===== src/rtl/pipe_pkg.sv =====
// Shared types and constants for the pipeline sequencer: opcode/register widths,
// sequencer states and the bundle of per-stage enable/flush controls.
package pipe_pkg;

    localparam int REG_IDX_W = 4;
    localparam int OPC_W     = 4;

    localparam logic [OPC_W-1:0] OP_HLT = 4'b1111;

    typedef enum logic [1:0] {
        RUN      = 2'd0,
        MEM_WAIT = 2'd1,
        DRAIN    = 2'd2,
        HALTED   = 2'd3
    } pipe_state_e;

    typedef struct packed {
        logic pc_write;
        logic if_id_write;
        logic if_id_flush;
        logic id_ex_bubble;
        logic ex_mem_write;
        logic mem_wb_write;
    } pipe_ctrl_t;

    // Canonical control patterns used by the sequencer
    localparam pipe_ctrl_t CTRL_IDLE  = pipe_ctrl_t'(6'b000000);
    localparam pipe_ctrl_t CTRL_RUN   = pipe_ctrl_t'(6'b110011);
    localparam pipe_ctrl_t CTRL_HOLD  = pipe_ctrl_t'(6'b000111);
    localparam pipe_ctrl_t CTRL_FLUSH = pipe_ctrl_t'(6'b111111);

    function automatic pipe_ctrl_t ctrl_gate(input pipe_ctrl_t c, input logic en);
        return pipe_ctrl_t'(c & {6{en}});
    endfunction

endpackage


===== src/rtl/pipe_ctrl_load_use_detect.sv =====
// Load-use hazard compare: a load in ID/EX whose destination matches either
// source field of the instruction in IF/ID. Opcode-independent by design.
module load_use_detect
    import pipe_pkg::*;
(
    input  logic                 id_ex_mr,
    input  logic [REG_IDX_W-1:0] id_ex_rt,
    input  logic [REG_IDX_W-1:0] if_id_rs,
    input  logic [REG_IDX_W-1:0] if_id_rt,
    output logic                 hazard
);

    assign hazard = id_ex_mr && ((id_ex_rt == if_id_rs) || (id_ex_rt == if_id_rt));

endmodule


===== src/rtl/pipe_ctrl.sv =====
// Pipeline sequencer: merges memory stall, branch flush, HLT drain/halt and
// load-use hazards into per-stage enables; keeps stall count and timeout flag.
module pipe_ctrl
    import pipe_pkg::*;
#(
    parameter int DRAIN_CYCLES = 3,
    parameter int MEM_TIMEOUT  = 64,
    parameter int CNT_W        = 16
)
(
    input  logic                 clk,
    input  logic                 rst_n,
    input  logic [OPC_W-1:0]     if_id_opcode,
    input  logic [REG_IDX_W-1:0] if_id_rs,
    input  logic [REG_IDX_W-1:0] if_id_rt,
    input  logic [REG_IDX_W-1:0] id_ex_rt,
    input  logic                 id_ex_mr,
    input  logic                 ex_branch_taken,
    input  logic                 mem_req,
    input  logic                 mem_ack,
    input  logic                 resume,
    output logic                 pc_write,
    output logic                 if_id_write,
    output logic                 if_id_flush,
    output logic                 id_ex_bubble,
    output logic                 ex_mem_write,
    output logic                 mem_wb_write,
    output logic                 halted,
    output logic                 mem_err,
    output logic [CNT_W-1:0]     stall_cnt
);

    localparam int DRAIN_W = (DRAIN_CYCLES > 1) ? $clog2(DRAIN_CYCLES) : 1;
    localparam int WAIT_W  = $clog2(MEM_TIMEOUT + 1);

    pipe_state_e         state_r;
    pipe_state_e         saved_r;
    logic [DRAIN_W-1:0]  drain_cnt_r;
    logic [WAIT_W-1:0]   wait_cnt_r;
    logic                mem_err_r;
    logic [CNT_W-1:0]    stall_cnt_r;

    pipe_state_e         state_next_s;
    pipe_state_e         saved_next_s;
    logic [DRAIN_W-1:0]  drain_next_s;
    logic [WAIT_W-1:0]   wait_next_s;
    logic                mem_err_next_s;
    pipe_ctrl_t          ctrl_s;
    pipe_ctrl_t          ctrl_out_s;
    logic                eval_s;
    logic                eval_drain_s;
    logic                mem_stall_s;
    logic                load_use_s;
    logic                stall_inc_s;

    load_use_detect u_load_use (
        .id_ex_mr (id_ex_mr),
        .id_ex_rt (id_ex_rt),
        .if_id_rs (if_id_rs),
        .if_id_rt (if_id_rt),
        .hazard   (load_use_s)
    );

    assign mem_stall_s = mem_req && !mem_ack;

    // Next-state and control decode; an acked MEM_WAIT cycle re-evaluates as the saved state
    always_comb begin
        state_next_s   = state_r;
        saved_next_s   = saved_r;
        drain_next_s   = drain_cnt_r;
        wait_next_s    = wait_cnt_r;
        mem_err_next_s = mem_err_r;
        ctrl_s         = CTRL_IDLE;
        eval_s         = 1'b0;
        eval_drain_s   = 1'b0;

        case (state_r)
            RUN, DRAIN: begin
                if (mem_stall_s) begin
                    state_next_s = MEM_WAIT;
                    saved_next_s = state_r;
                    wait_next_s  = '0;
                end else begin
                    eval_s       = 1'b1;
                    eval_drain_s = (state_r == DRAIN);
                end
            end
            MEM_WAIT: begin
                if (mem_ack) begin
                    eval_s       = 1'b1;
                    eval_drain_s = (saved_r == DRAIN);
                    wait_next_s  = '0;
                end else if (wait_cnt_r == WAIT_W'(MEM_TIMEOUT - 1)) begin
                    mem_err_next_s = 1'b1;
                    state_next_s   = HALTED;
                    wait_next_s    = '0;
                end else begin
                    wait_next_s = wait_cnt_r + WAIT_W'(1);
                end
            end
            HALTED: begin
                if (resume) begin
                    ctrl_s       = CTRL_RUN;
                    state_next_s = RUN;
                end else begin
                    ctrl_s = CTRL_IDLE;
                end
            end
            default: begin
                state_next_s = RUN;
            end
        endcase

        // Memory-ready priorities: branch, drain/HLT, load-use, free run
        if (eval_s) begin
            if (ex_branch_taken) begin
                ctrl_s       = CTRL_FLUSH;
                state_next_s = RUN;
                drain_next_s = '0;
            end else if (eval_drain_s) begin
                ctrl_s = CTRL_HOLD;
                if (drain_cnt_r == '0) begin
                    state_next_s = HALTED;
                end else begin
                    drain_next_s = drain_cnt_r - DRAIN_W'(1);
                    state_next_s = DRAIN;
                end
            end else if (if_id_opcode == OP_HLT) begin
                ctrl_s       = CTRL_HOLD;
                state_next_s = DRAIN;
                drain_next_s = DRAIN_W'(DRAIN_CYCLES - 1);
            end else if (load_use_s) begin
                ctrl_s       = CTRL_HOLD;
                state_next_s = RUN;
            end else begin
                ctrl_s       = CTRL_RUN;
                state_next_s = RUN;
            end
        end else begin
            ctrl_s = ctrl_s;
        end
    end

    assign stall_inc_s = !ctrl_s.pc_write && (state_r != HALTED) && (stall_cnt_r != {CNT_W{1'b1}});

    // Sequencer state, drain/wait counters, sticky error and saturating stall count
    always_ff @(posedge clk or negedge rst_n) begin
        if (!rst_n) begin
            state_r     <= RUN;
            saved_r     <= RUN;
            drain_cnt_r <= '0;
            wait_cnt_r  <= '0;
            mem_err_r   <= 1'b0;
            stall_cnt_r <= '0;
        end else begin
            state_r     <= state_next_s;
            saved_r     <= saved_next_s;
            drain_cnt_r <= drain_next_s;
            wait_cnt_r  <= wait_next_s;
            mem_err_r   <= mem_err_next_s;
            if (stall_inc_s) begin
                stall_cnt_r <= stall_cnt_r + CNT_W'(1);
            end else begin
                stall_cnt_r <= stall_cnt_r;
            end
        end
    end

    // Enables must read as zero while reset is held, independent of the inputs
    assign ctrl_out_s   = ctrl_gate(ctrl_s, rst_n);
    assign pc_write     = ctrl_out_s.pc_write;
    assign if_id_write  = ctrl_out_s.if_id_write;
    assign if_id_flush  = ctrl_out_s.if_id_flush;
    assign id_ex_bubble = ctrl_out_s.id_ex_bubble;
    assign ex_mem_write = ctrl_out_s.ex_mem_write;
    assign mem_wb_write = ctrl_out_s.mem_wb_write;
    assign halted       = rst_n && (state_r == HALTED);
    assign mem_err      = mem_err_r;
    assign stall_cnt    = stall_cnt_r;

endmodule


===== config.mk =====
export PLATFORM = sky130hd
export DESIGN_NAME = pipe_ctrl
export DESIGN_NICKNAME = d
export VERILOG_FILES = /design/src/rtl/pipe_pkg.sv /design/src/rtl/pipe_ctrl_load_use_detect.sv /design/src/rtl/pipe_ctrl.sv
export SDC_FILE = /design/constraint.sdc
export NUM_CORES = 1
export LEC_CHECK = 0
export ABC_CLOCK_PERIOD_IN_PS = 5500
export CORE_MARGIN = 8
export CORE_UTILIZATION = 25
export DETAILED_ROUTE_END_ITERATION = 10
export DONT_BUFFER_PORTS = 1
export PLACE_DENSITY = 0.4
export SLEW_MARGIN = 30
export SYNTH_ARGS = -nofsm -noshare
export SYNTH_HDL_FRONTEND = slang
export SYNTH_SLANG_ARGS = --single-unit

===== constraint.sdc =====
create_clock -name clk -period 5.5 [get_ports clk]
set_clock_uncertainty 0.05 [all_clocks]
set_input_delay 0 -clock clk [delete_from_list [all_inputs] [get_ports clk]]
set_output_delay 0 -clock clk [all_outputs]
set_load 0.1 [all_outputs]

After elaboration in Yosys (flattened, before gate mapping)
Index checks and enable logic that the tools add are counted.
Word-level totals
  register bits: 30
  input port bits: 23
  output and inout bits: 24
  word-level logic and storage cells: 76
Operators by class
  add/subtract/negate cells: 3
  equality and inequality tests: 16
  mux-type cells: 31
  bitwise gates (word level): 2
  reductions and logical operators: 18
Operator list (count)
  $mux W6: 7
  $mux W2: 12
  $mux W7: 3
  $add A16 B1 Y16 const B: 1
  $ne A16 B16 Y1 const B: 1
  $ne A3 B3 Y1 const B: 5
  $pmux W7 S2: 1
  $eq A4 B4 Y1: 2
  $add A7 B1 Y7 const B: 1
  $eq A7 B6 Y1 const B: 1
  $and A6 B6 Y6: 1
  $eq A2 B2 Y1 const B: 3
  $pmux W2 S3: 1
  $reduce_and A3 Y1: 2
  $logic_and A1 B1 Y1: 5
  $mux W1: 5
  $eq A4 B4 Y1 const B: 1
  $logic_not A2 Y1: 2
  $ne A2 B2 Y1 const B: 2
  $pmux W1 S2: 2
  $reduce_and A2 Y1: 2
  $reduce_and A4 Y1: 1
  $reduce_bool A3 Y1: 1
  $eq A2 B1 Y1 const B: 1
  other kinds (6): 7

Logic depth before layout (Yosys ltp)
  word-level depth: 11
  gate-level depth with buffers: 8
  gate-level depth less buffers: 7

Cells and area by module
From an unflattened synthesis, not the netlist that was laid out.
Second synthesis, totals
  cell total of the unflattened synthesis: 164
  area total of the unflattened synthesis: 1697.9 µm²
Modules (own cells, without submodules)
  pipe_ctrl: instances 1, cells each 153, area each 1607.8 µm², sequential area each 750.7 µm²
  load_use_detect: instances 1, cells each 11, area each 90.1 µm², sequential area each 0.0 µm²

Least setup slack after synthesis
Ideal clock, no wire load.
  path type: register -> output
  start point: reg state_r[0]
  end point: out pc_write
  arrival time: 3003 ps
  data required time: 5450 ps
  slack: 2447 ps
  stages on the path, launching flop included: 8
  buffers on the path: 2
  cells stage by stage: dfrtp_1 buf_4 nand2b_4 or3_1 and2_1 nand2_1 a31oi_1 buf_4
On the way
  longest elaborated chain between the ends: 7
  elaborated cells on any way between the ends: 13
  those cells by class: eq/ne: 3; mux: 7; bitwise: 1; reduce/logical: 2
Ends and longest elaborated chain
  from (decl): RTL line pipe_ctrl.sv:36  | pipe_state_e state_r;
  from (signal assigned): RTL line pipe_ctrl.sv:156  | state_r <= state_next_s;
  $eq A2 B2 Y1 or $logic_not A2 Y1 (tied branches): RTL line pipe_ctrl.sv:77, pipe_ctrl.sv:85
  $mux W1 or $reduce_or A2 Y1 (tied branches): RTL line pipe_ctrl.sv:79, pipe_ctrl.sv:77
  $pmux W1 S2: RTL line pipe_ctrl.sv:77  | case (state_r)
  $mux W6: RTL line pipe_ctrl.sv:120  | end else if (eval_drain_s) begin
  $mux W6: RTL line pipe_ctrl.sv:116  | if (ex_branch_taken) begin
  $mux W6 *: RTL line pipe_ctrl.sv:115  | if (eval_s) begin
  $and A6 B6 Y6 *: RTL line pipe_pkg.sv:33  | return pipe_ctrl_t'(c & {6{en}});
  to (decl): RTL line pipe_ctrl.sv:22  | output logic pc_write,
Mark *: on every way between the ends. The rest lies on a longest branch, timed or not.

Worst setup path in the final report
  start point: reg stall_cnt_r[0], in the netlist stall_cnt[0]
  end point: reg stall_cnt_r[1], in the netlist stall_cnt[1]
On the way
  longest elaborated chain between the ends: 2
  elaborated cells on any way between the ends: 3
  those cells by class: add/sub: 1; eq/ne: 1; reduce/logical: 1
Ends and longest elaborated chain
  from (decl): RTL line pipe_ctrl.sv:41  | logic [CNT_W-1:0] stall_cnt_r;
  from (signal assigned): RTL line pipe_ctrl.sv:162  | stall_cnt_r <= stall_cnt_r + CNT_W'(1);
  from (signal assigned): RTL line pipe_ctrl.sv:164  | stall_cnt_r <= stall_cnt_r;
  branches (longest 2 deep; another with $add A16 B1 Y16)
Parallel ways; which one is timed is not known.
A chain may end at the register's enable or synchronous reset.

==> flow_metrics.env <==
export IMPL_status="completed"
export IMPL_cts_sinks=30
export IMPL_h_tree_depth=2
export IMPL_postCtsSetupRepairBufs=0
export IMPL_tns_ns=0
export IMPL_setup_violations=0
export IMPL_synth_top_family_by_area="simple AND/OR/NAND/NOR gates"
export IMPL_crit_path_end_kind="flop"
export IMPL_max_slew_margin=0.321
export IMPL_drc=0
export IMPL_p_per_area_mw_per_mm2=605
export IMPL_track_usage=0.0885
export IMPL_p_leak_nw=0.890
export IMPL_synth_avg_cell_area_sq_um=9.69
export IMPL_switching_share=0.587
export IMPL_vias_per_cell=4.76
export IMPL_firstDrtPassIters=4
export IMPL_syn_area_sq_mm=0.00173
export IMPL_pwr_share_clk=0.156
export IMPL_comb_power_share=0.295
export IMPL_clock_latency_ns=0.28
export IMPL_synthCells=178
export IMPL_rsz0062_at_grt="false"
export IMPL_dieArea_sq_mm=0.00982
export IMPL_cts_resized_gates=0
export IMPL_synth_top_area_share=0.435
export IMPL_core_area_sq_mm=0.00672
export IMPL_die_height_um=99.1
export IMPL_cts_buffer_depth=2
export IMPL_synth_main_ff_cell="dfrtp_1"
export IMPL_gr_total_overflow=0
export IMPL_dp_slack_ns=2.67
export IMPL_die_w_um=99.1
export IMPL_path_clk_slew_ns=0.07
export IMPL_period_share=0.510
export IMPL_dr_first_iter_drc_count=60
export IMPL_cp_arrival_ns=2.92
export IMPL_clock_root_buffer="clkbuf_8"
export IMPL_antenna_cells=0
export IMPL_gp_congestion=0.659
export IMPL_yosys_warnings=0
export IMPL_fin_crit_ns=2.80
export IMPL_io_buffers=0
export IMPL_antenna_found_initial=0
export IMPL_postRouteAntennaNets=0
export IMPL_final_critical_path_setup_slack_ns=2.70
export IMPL_seq_area_frac_synth=0.435
export IMPL_seq_power_share=0.550
export IMPL_ir_worst_vdd_v=0.000255
export IMPL_synth_compound_area_frac=0.122
export IMPL_muxShareOfSynthArea=0.00653
export IMPL_worst_slew_pin_slew_ns=1.02
export IMPL_drv_cap=0
export IMPL_wl_per_cell_um=15.2
export IMPL_grt_max_degree=31
export IMPL_synth_commonest_cells="dfrtp_1 (30), xor2_1 (23), nor2_1 (15)"
export IMPL_hpwl_mm=2.95
export IMPL_grt_pass1_wl_mm=6.81
export IMPL_synth_simple_area_share=0.252
export IMPL_cts_hold_buf=5
export IMPL_synthArstFlopShare=1.00
export IMPL_finalNetCount=211
export IMPL_dr_total_vias=1267
export IMPL_ys_types=40
export IMPL_wl_mm=4.04
export IMPL_synth_fp_nets=204
export IMPL_hold_path_class="primary input to flop"
export IMPL_io_pins=47
export IMPL_synthTopCellsByArea="dfrtp_1 (44%), xor2_1 (12%), nor2_1 (3.3%), nand2_1 (3.0%), and3_1 (2.9%)"
export IMPL_cp_start_kind="flop"
export IMPL_start_util=0.257
export IMPL_max_freq_mhz=357
export IMPL_slew_violations=0
export IMPL_numCtsBuffers=5
export IMPL_internal_power_uw=490
export IMPL_synth_xor_area_frac=0.122
export IMPL_area_growth_pct=13.6
export IMPL_rows=30
export IMPL_worstSetupPathType="flop to flop"
export IMPL_synth_area_leader_cell="dfrtp_1"
export IMPL_synth_edf_count=0
export IMPL_cts_tree="done"
export IMPL_synth_most_common_cell="dfrtp_1"
export IMPL_ys_ff_latch=30
export IMPL_layout_drive_gt1_share=0.118
export IMPL_fill_cells=706
export IMPL_switchingPower_uw=695
export IMPL_hold_violations=0
export IMPL_worstPathRequired_ns=5.62
export IMPL_synthAdderAreaFrac=0.0218
export IMPL_grt_pass1_vias=1362
export IMPL_critical_path_max_fanout=10
==> metal layers <==
layer,track usage,share of wire
met1,0.103,0.45
met2,0.135,0.46
met3,0.0423,0.078
met4,0.0384,0.015
met5,0,0
==> path summary, 6_finish.rpt <==
check	startpoint	end	slack [ns]	cells after the start
min in group asynchronous	rst_n	drain_cnt_r[1]	0.12	2
worst min register to register	wait_cnt_r[5]	wait_cnt_r[5]	0.43	1
worst max register to register	stall_cnt[0]	stall_cnt[1]	2.70	6
max in group asynchronous	rst_n	stall_cnt[15]	5.10	2
worst max-delay path	stall_cnt[0]	stall_cnt[1]	2.70	6
worst min-delay path	mem_ack	state_r[0]	0.03	3
==> cell usage in the layout, fill, tap and decap left out, types with 3 or more instances in the layout <==
cell type	count
nor3_1	3
nand3_1	9
nand2_1	14
clkbuf_8	6
a21o_1	3
inv_1	7
a21oi_1	5
nor4b_2	3
nand4_1	5
dfrtp_1	29
xor2_1	23
ha_1	3
dlygate4sd3_1	4
and2_1	5
o21ai_0	9
nor2b_1	3
and3_1	8
nor2_1	15
==> power by group through the flow <==
stage                     clock network (mW)  logic, mW  registers, mW
after floorplan                            0      0.316          0.627
after CTS                              0.191      0.355          0.654
final                                  0.185      0.349          0.652
after global placement                     0      0.343          0.659
after detailed placement                   0      0.344          0.658
after global routing                   0.202      0.389          0.664
==> final cells by class <==
type                       instances  area (sq um)  area share
sequential                        30           752       0.384
inverter                           8          30.0      0.0153
clock inverter                     1          5.00     0.00255
timing repair buffer               6          67.6      0.0345
multi-input combinational        134           918       0.469
clock buffer                       7          86.3      0.0441
tap                               80           100      0.0511
==> sequential cells by signal, summed over array words and instances (netlist names) <==
register / count
drain_cnt_r: 2
stall_cnt: 16
wait_cnt_r: 7
mem_err: 1
state_r: 2
saved_r: 2
==> per-stage QoR <==
| stage | cell area [sq um] | power [mW] | instances | utilization | hold WS [ns] |
|---|---|---|---|---|---|
| after global placement | 1810 | 1.00 | 253 | 0.269 | -0.345 |
| after CTS | 1960 | 1.20 | 266 | 0.291 | 0.0349 |
| final | 1960 | 1.19 | 266 | 0.292 | 0.0320 |
| after floorplan | 1730 | 0.942 | 178 | - | -0.346 |
| after detailed placement | 1810 | 1.00 | 253 | 0.269 | -0.344 |
| after global routing | 1960 | 1.25 | 266 | 0.292 | 0.0755 |
==> worst max-delay path, stage by stage, from the launching register on <==
cell	delay [ns]
dfrtp_1	1.00
ha_1	0.34
nand3_1	0.13
nor2_1	0.31
nand3_1	0.32
nor2b_2	0.27
mux2_2	0.27
==> logic make-up (layout without fill, tap and decap cells) <==
logic type               Yosys count  in the layout
multiplexers                       1              1
adder cells (fa/ha/maj)            3              3
XOR/XNOR                          24             24
buffers and inverters             14             22
AND/OR/NAND/NOR                   75             75
flip-flops                        30             30
AO/OA/AOI/OAI                     31             31
(Power assumes the default switching activity.)
